===== src/rtl/bin_to_bcd_seq_if.sv =====
// Connection between the adder/subtractor result, the BCD converter and the display driver.
// The master drives the result; the slave (the converter) returns the registered digits and status.
interface bin_to_bcd_seq_if;
  logic [8:0] value;
  logic       is_signed;
  logic       sign;
  logic [3:0] bcd_h;
  logic [3:0] bcd_t;
  logic [3:0] bcd_u;
  logic       ready;
  logic       done;
  logic       busy;

  modport master (
    output value, is_signed,
    input  sign, bcd_h, bcd_t, bcd_u, ready, done, busy
  );

  modport slave (
    input  value, is_signed,
    output sign, bcd_h, bcd_t, bcd_u, ready, done, busy
  );
endinterface


===== src/rtl/bin_to_bcd_seq.sv =====
// Sequential double-dabble converter: 9-bit result to sign plus three BCD digits.
// Digits are held in output registers and only change on the cycle done pulses.
//
// state   | meaning
// S_IDLE  | watching the input; capture on change or after reset
// S_SHIFT | nine add-3/shift steps on the scratch register
// S_DONE  | load digit/sign registers, pulse done next cycle
module bin_to_bcd_seq (
  input  logic            i_clk,
  input  logic            i_rst,
  bin_to_bcd_seq_if.slave bus
);
  typedef enum logic [1:0] {S_IDLE, S_SHIFT, S_DONE} state_t;

  state_t      r_state;
  state_t      w_next;
  logic [8:0]  r_last_val;
  logic        r_last_sgn;
  logic        r_pending;
  logic        r_neg;
  logic [20:0] r_scratch;
  logic [3:0]  r_cnt;
  logic        r_sign;
  logic [3:0]  r_bcd_h;
  logic [3:0]  r_bcd_t;
  logic [3:0]  r_bcd_u;
  logic        r_ready;
  logic        r_done;

  logic        w_change;
  logic        w_neg;
  logic [8:0]  w_mag;
  logic [20:0] w_adj;

  assign w_change = r_pending | (bus.value != r_last_val) | (bus.is_signed != r_last_sgn);
  assign w_neg    = bus.is_signed & bus.value[8];
  // -256 negates to itself in 9 bits, which reads correctly as magnitude 256.
  assign w_mag    = w_neg ? (~bus.value + 9'd1) : bus.value;

  always_comb begin
    w_adj = r_scratch;
    if (r_scratch[12:9]  >= 4'd5) w_adj[12:9]  = r_scratch[12:9]  + 4'd3;
    if (r_scratch[16:13] >= 4'd5) w_adj[16:13] = r_scratch[16:13] + 4'd3;
    if (r_scratch[20:17] >= 4'd5) w_adj[20:17] = r_scratch[20:17] + 4'd3;
  end

  always_ff @(posedge i_clk or posedge i_rst) begin
    if (i_rst) r_state <= S_IDLE;
    else       r_state <= w_next;
  end

  always_comb begin
    w_next = r_state;
    case (r_state)
      S_IDLE:  if (w_change) w_next = S_SHIFT;
      S_SHIFT: if (r_cnt == 4'd8) w_next = S_DONE;
      S_DONE:  w_next = S_IDLE;
      default: w_next = S_IDLE;
    endcase
  end

  always_ff @(posedge i_clk or posedge i_rst) begin
    if (i_rst) begin
      r_last_val <= 9'd0;
      r_last_sgn <= 1'b0;
      r_pending  <= 1'b1;
      r_neg      <= 1'b0;
      r_scratch  <= 21'd0;
      r_cnt      <= 4'd0;
      r_sign     <= 1'b0;
      r_bcd_h    <= 4'd0;
      r_bcd_t    <= 4'd0;
      r_bcd_u    <= 4'd0;
      r_ready    <= 1'b0;
      r_done     <= 1'b0;
    end else begin
      r_done <= 1'b0;
      case (r_state)
        S_IDLE: begin
          if (w_change) begin
            r_last_val <= bus.value;
            r_last_sgn <= bus.is_signed;
            r_pending  <= 1'b0;
            r_neg      <= w_neg;
            r_scratch  <= {12'd0, w_mag};
            r_cnt      <= 4'd0;
          end
        end
        S_SHIFT: begin
          r_scratch <= {w_adj[19:0], 1'b0};
          r_cnt     <= r_cnt + 4'd1;
        end
        S_DONE: begin
          r_bcd_h <= r_scratch[20:17];
          r_bcd_t <= r_scratch[16:13];
          r_bcd_u <= r_scratch[12:9];
          r_sign  <= r_neg;
          r_ready <= 1'b1;
          r_done  <= 1'b1;
        end
        default: ;
      endcase
    end
  end

  assign bus.sign  = r_sign;
  assign bus.bcd_h = r_bcd_h;
  assign bus.bcd_t = r_bcd_t;
  assign bus.bcd_u = r_bcd_u;
  assign bus.ready = r_ready;
  assign bus.done  = r_done;
  assign bus.busy  = (r_state != S_IDLE);
endmodule


===== src/flat_wrapper.sv =====
// flat-port wrapper written by rule: the top's interface ports become plain ports
module bin_to_bcd_seq_flat 
  (i_clk, i_rst, bus_value, bus_is_signed, bus_sign, bus_bcd_h, bus_bcd_t, bus_bcd_u, bus_ready, bus_done, bus_busy);
  bin_to_bcd_seq_if bus_i ();
  input  logic i_clk;
  input  logic i_rst;
  input wire logic [$bits(bus_i.value)-1:0] bus_value;
  input wire logic [$bits(bus_i.is_signed)-1:0] bus_is_signed;
  output wire logic [$bits(bus_i.sign)-1:0] bus_sign;
  output wire logic [$bits(bus_i.bcd_h)-1:0] bus_bcd_h;
  output wire logic [$bits(bus_i.bcd_t)-1:0] bus_bcd_t;
  output wire logic [$bits(bus_i.bcd_u)-1:0] bus_bcd_u;
  output wire logic [$bits(bus_i.ready)-1:0] bus_ready;
  output wire logic [$bits(bus_i.done)-1:0] bus_done;
  output wire logic [$bits(bus_i.busy)-1:0] bus_busy;
  assign bus_i.value = bus_value;
  assign bus_i.is_signed = bus_is_signed;
  assign bus_sign = bus_i.sign;
  assign bus_bcd_h = bus_i.bcd_h;
  assign bus_bcd_t = bus_i.bcd_t;
  assign bus_bcd_u = bus_i.bcd_u;
  assign bus_ready = bus_i.ready;
  assign bus_done = bus_i.done;
  assign bus_busy = bus_i.busy;
  bin_to_bcd_seq u_core (.i_clk(i_clk), .i_rst(i_rst), .bus(bus_i));
endmodule

===== config.mk =====
export PLATFORM = sky130hd
export DESIGN_NAME = bin_to_bcd_seq_flat
export DESIGN_NICKNAME = d
export VERILOG_FILES = /design/src/rtl/bin_to_bcd_seq_if.sv /design/src/rtl/bin_to_bcd_seq.sv /design/src/flat_wrapper.sv
export SDC_FILE = /design/constraint.sdc
export NUM_CORES = 1
export LEC_CHECK = 0
export CAP_MARGIN = 20
export CORE_ASPECT_RATIO = 0.75
export CORE_MARGIN = 2
export CORE_UTILIZATION = 43
export DETAILED_ROUTE_END_ITERATION = 6
export DONT_BUFFER_PORTS = 1
export PLACE_DENSITY = 0.66
export SLEW_MARGIN = 10
export SYNTH_ARGS = -nofsm -noshare
export SYNTH_HDL_FRONTEND = slang
export SYNTH_SLANG_ARGS = --single-unit

===== constraint.sdc =====
create_clock -name i_clk -period 1.6 [get_ports i_clk]
set_input_delay 0.32 -clock i_clk [delete_from_list [all_inputs] [get_ports i_clk]]
set_output_delay 0.32 -clock i_clk [all_outputs]
set_load 0.01 [all_outputs]

==> impl_metrics.ini <==
[route]
first_pass_iters = 4
drt_wl_total_mm = 5.47
vias_per_cell = 5.34
routed-via-count = 1860
routedWlPerCell_um = 15.7
drc_errors = 0
ant_nets = 0
drtIter0Drc = 145

[clock_tree]
cts_sinks = 54
clk_latency_ps = 310
htreeDepth = 2
cts_buffer_depth = 2
numCtsBuffers = 5
cts_tree = done
cts_root_buffer = clkbuf_8
path_clk_slew_ps = 100

[logic_synthesis]
synth_flop_cell = dfrtp_1
syn_inst = 248
netlist_area_um2 = 2650
synth_warnings = 0
ys_types = 40
synth_nets = 269
yosysSeqAreaShare_pct = 51.1
syn-mean-instance-area_um2 = 10.7
synth_edf_count = 0
synth_top_cell_area_share_pct = 50.1
synthTopCellsByArea = dfrtp_1, mux2_2, xor2_1, ha_1, nand2_1
ys_async_sr_fraction_pct = 100
synth_top_area_cell = dfrtp_1
synth_seq_cells = 54

[pwr]
p_clk_share_pct = 15.7
seq_power_share_pct = 41.4
max-vdd-ir-drop_mv = 0.931
intPower_mw = 3.69
p_leak_nw = 1.39
power.density_nw_per_um2 = 1900
switchingPower_mw = 2.30
swShare_pct = 38.4
comb_power_share_pct = 42.9

[finish]
fin_util_pct = 53.5
num_antenna_cells = 0
fin_area_um2 = 3150
nets = 290
drive_above_1_share_pct = 26.3
area_growth_pct = 19.0

[sta]
fin_ws_ps = -61.2
setup_viol = 21
skew_ps = 8.11
tightest_slew_ps = 504
finalHoldViolations = 0
max_slew_margin_pct = 66.1
slew_viol_final = 0
fmax_mhz = 602
min_period_ps = 1660
grt_setup_unrepaired = true
timing.final.crit_share_pct = 104

[floorplan]
rows = 24
die_h_um = 72.0
pin_count = 28
start_util_pct = 45.0
dieArea_um2 = 6810
fp.dieW_um = 94.6
coreArea_um2 = 5890

[hold_path]
min_path_type = input port to register

[grt]
grt.overflow.total = 0
grt_pass1_vias = 1862
grt_antenna_before_repair = 0
grt_pass1_wl_mm = 9.04
grt_max_degree = 36
grt_usage_pct = 17.1

[place]
dpl.hpwl_mm = 3.81
portBuffers = 0
place_congestion = 0.862
placed_cell_area_um2 = 2890

[worst_setup_path]
worst-path-max-fanout = 5
path_class = register to register
startpoint_type = register
required_ps = 1840
cp.arrival_ps = 1900
critPathCaptureType = register

[status]
violations = negative setup slack
outcome = finished, violations left

[job]
maxCapViolations = 0
==> sequential cells by signal, summed over array words and instances (netlist names), 2 cells and up <==
name and count:
u_core.bus.bcd_t 4, u_core.r_state 2, u_core.r_last_val 9, u_core.bus.bcd_u 4
u_core.bus.bcd_h 4, u_core.r_cnt 4, u_core.r_scratch 21
==> path summary, 6_finish.rpt <==
kind / cells past startpoint / to / from / slack [ps]
max in group asynchronous: 3 / u_core.bus.bcd_u[0]$_DFFE_PP0P_ / i_rst / 580
worst min-delay path: 1 / u_core.r_last_val[8]$_DFFE_PP0P_ / bus_value[8] / 150
worst min register to register: 2 / u_core.r_scratch[5]$_DFFE_PP0P_ / u_core.r_scratch[5]$_DFFE_PP0P_ / 490
worst max register to register: 7 / u_core.r_scratch[12]$_DFFE_PP0P_ / u_core.r_last_val[1]$_DFFE_PP0P_ / -60
min in group asynchronous: 2 / u_core.r_scratch[19]$_DFFE_PP0P_ / i_rst / 480
worst max-delay path: 7 / u_core.r_scratch[12]$_DFFE_PP0P_ / u_core.r_last_val[1]$_DFFE_PP0P_ / -60
==> cell families (layout without fill, tap and decap cells) <==
| family | Yosys count | in the layout | share of synthesized area, % |
|---|---|---|---|
| compound gates | 55 | 55 | 12.9 |
| xor+xnor | 21 | 21 | 6.95 |
| fa+ha+maj | 9 | 9 | 4.25 |
| buf+inv | 26 | 48 | 4.11 |
| flops | 54 | 54 | 51.1 |
| mux | 16 | 16 | 6.81 |
| simple gates | 67 | 67 | 13.8 |
==> worst max-delay path: stages (launching register included) <==
cell	delay [ps]
dfrtp_1	400
xor2_1	170
nor4_4	340
buf_4	170
a41o_4	240
buf_6	120
nand2_1	60
o21ai_1	80
==> timing repair <==
item,in CTS,in global routing
hold endpoints to repair,18,0
gates resized for setup,1,23
hold buffers,1,0
setup endpoints to repair,26,28
setup buffers,1,1
pin swaps,1,8
==> power groups by stage <==
| stage | clock network, mW | registers (mW) | logic (mW) |
|---|---|---|---|
| final | 0.940 | 2.48 | 2.57 |
| after global routing | 1.01 | 2.56 | 2.87 |
| after CTS | 0.967 | 2.46 | 2.33 |
| after detailed placement | 0 | 2.48 | 2.30 |
| after global placement | 0 | 2.47 | 2.23 |
| after floorplan | 0 | 2.35 | 1.75 |
==> cells in the mapped netlist, drive strengths merged, types with 5 or more instances <==
cell and n:
xnor2 6, o21ai 23, ha 9, inv 17, nor2 9, dfrtp 53, a31oi 6, clkbuf 5
mux2 16, nand2 30, a21oi 10, nand3 5, xor2 15, nand2b 5
==> cells in the final DEF (no fill, tap or decap), drive strengths merged, types with 9 or more instances in the layout <==
| cell type | count |
|---|---|
| mux2 | 16 |
| nand2 | 30 |
| o21ai | 23 |
| a21oi | 10 |
| xor2 | 15 |
| dfrtp | 53 |
| buf | 22 |
| inv | 16 |
| ha | 9 |
| nor2 | 9 |
==> through the flow <==
step | TNS (ps) | setup WS (ps) | cells | hold slack [ps] | power [mW]
floorplan | -197 | -98.6 | 248 | 387 | 4.10
CTS | -1480 | -80.7 | 347 | 145 | 5.76
finish | -532 | -61.2 | 348 | 150 | 5.99
global placement | -430 | -31.4 | 337 | 231 | 4.69
detailed placement | -1030 | -72.3 | 337 | 240 | 4.78
global route | -2860 | -136 | 348 | 141 | 6.45
==> final cells by class <==
type / instances / area (um2)
Inverter: 17 / 67.6
Clock buffer: 5 / 68.8
Clock inverter: 3 / 45.0
Multi-Input combinational cell: 168 / 1290
Sequential cell: 54 / 1350
Tap cell: 78 / 97.6
Fill cell: 521 / 2740
Timing Repair Buffer: 23 / 224
==> layer usage <==
layer	track usage, %	share of wire, %
met5	0	0
met4	5.64	1.3
met3	4.98	4.0
met2	23.0	42
met1	26.4	52
No activity file was read; power rests on OpenSTA's default activity.
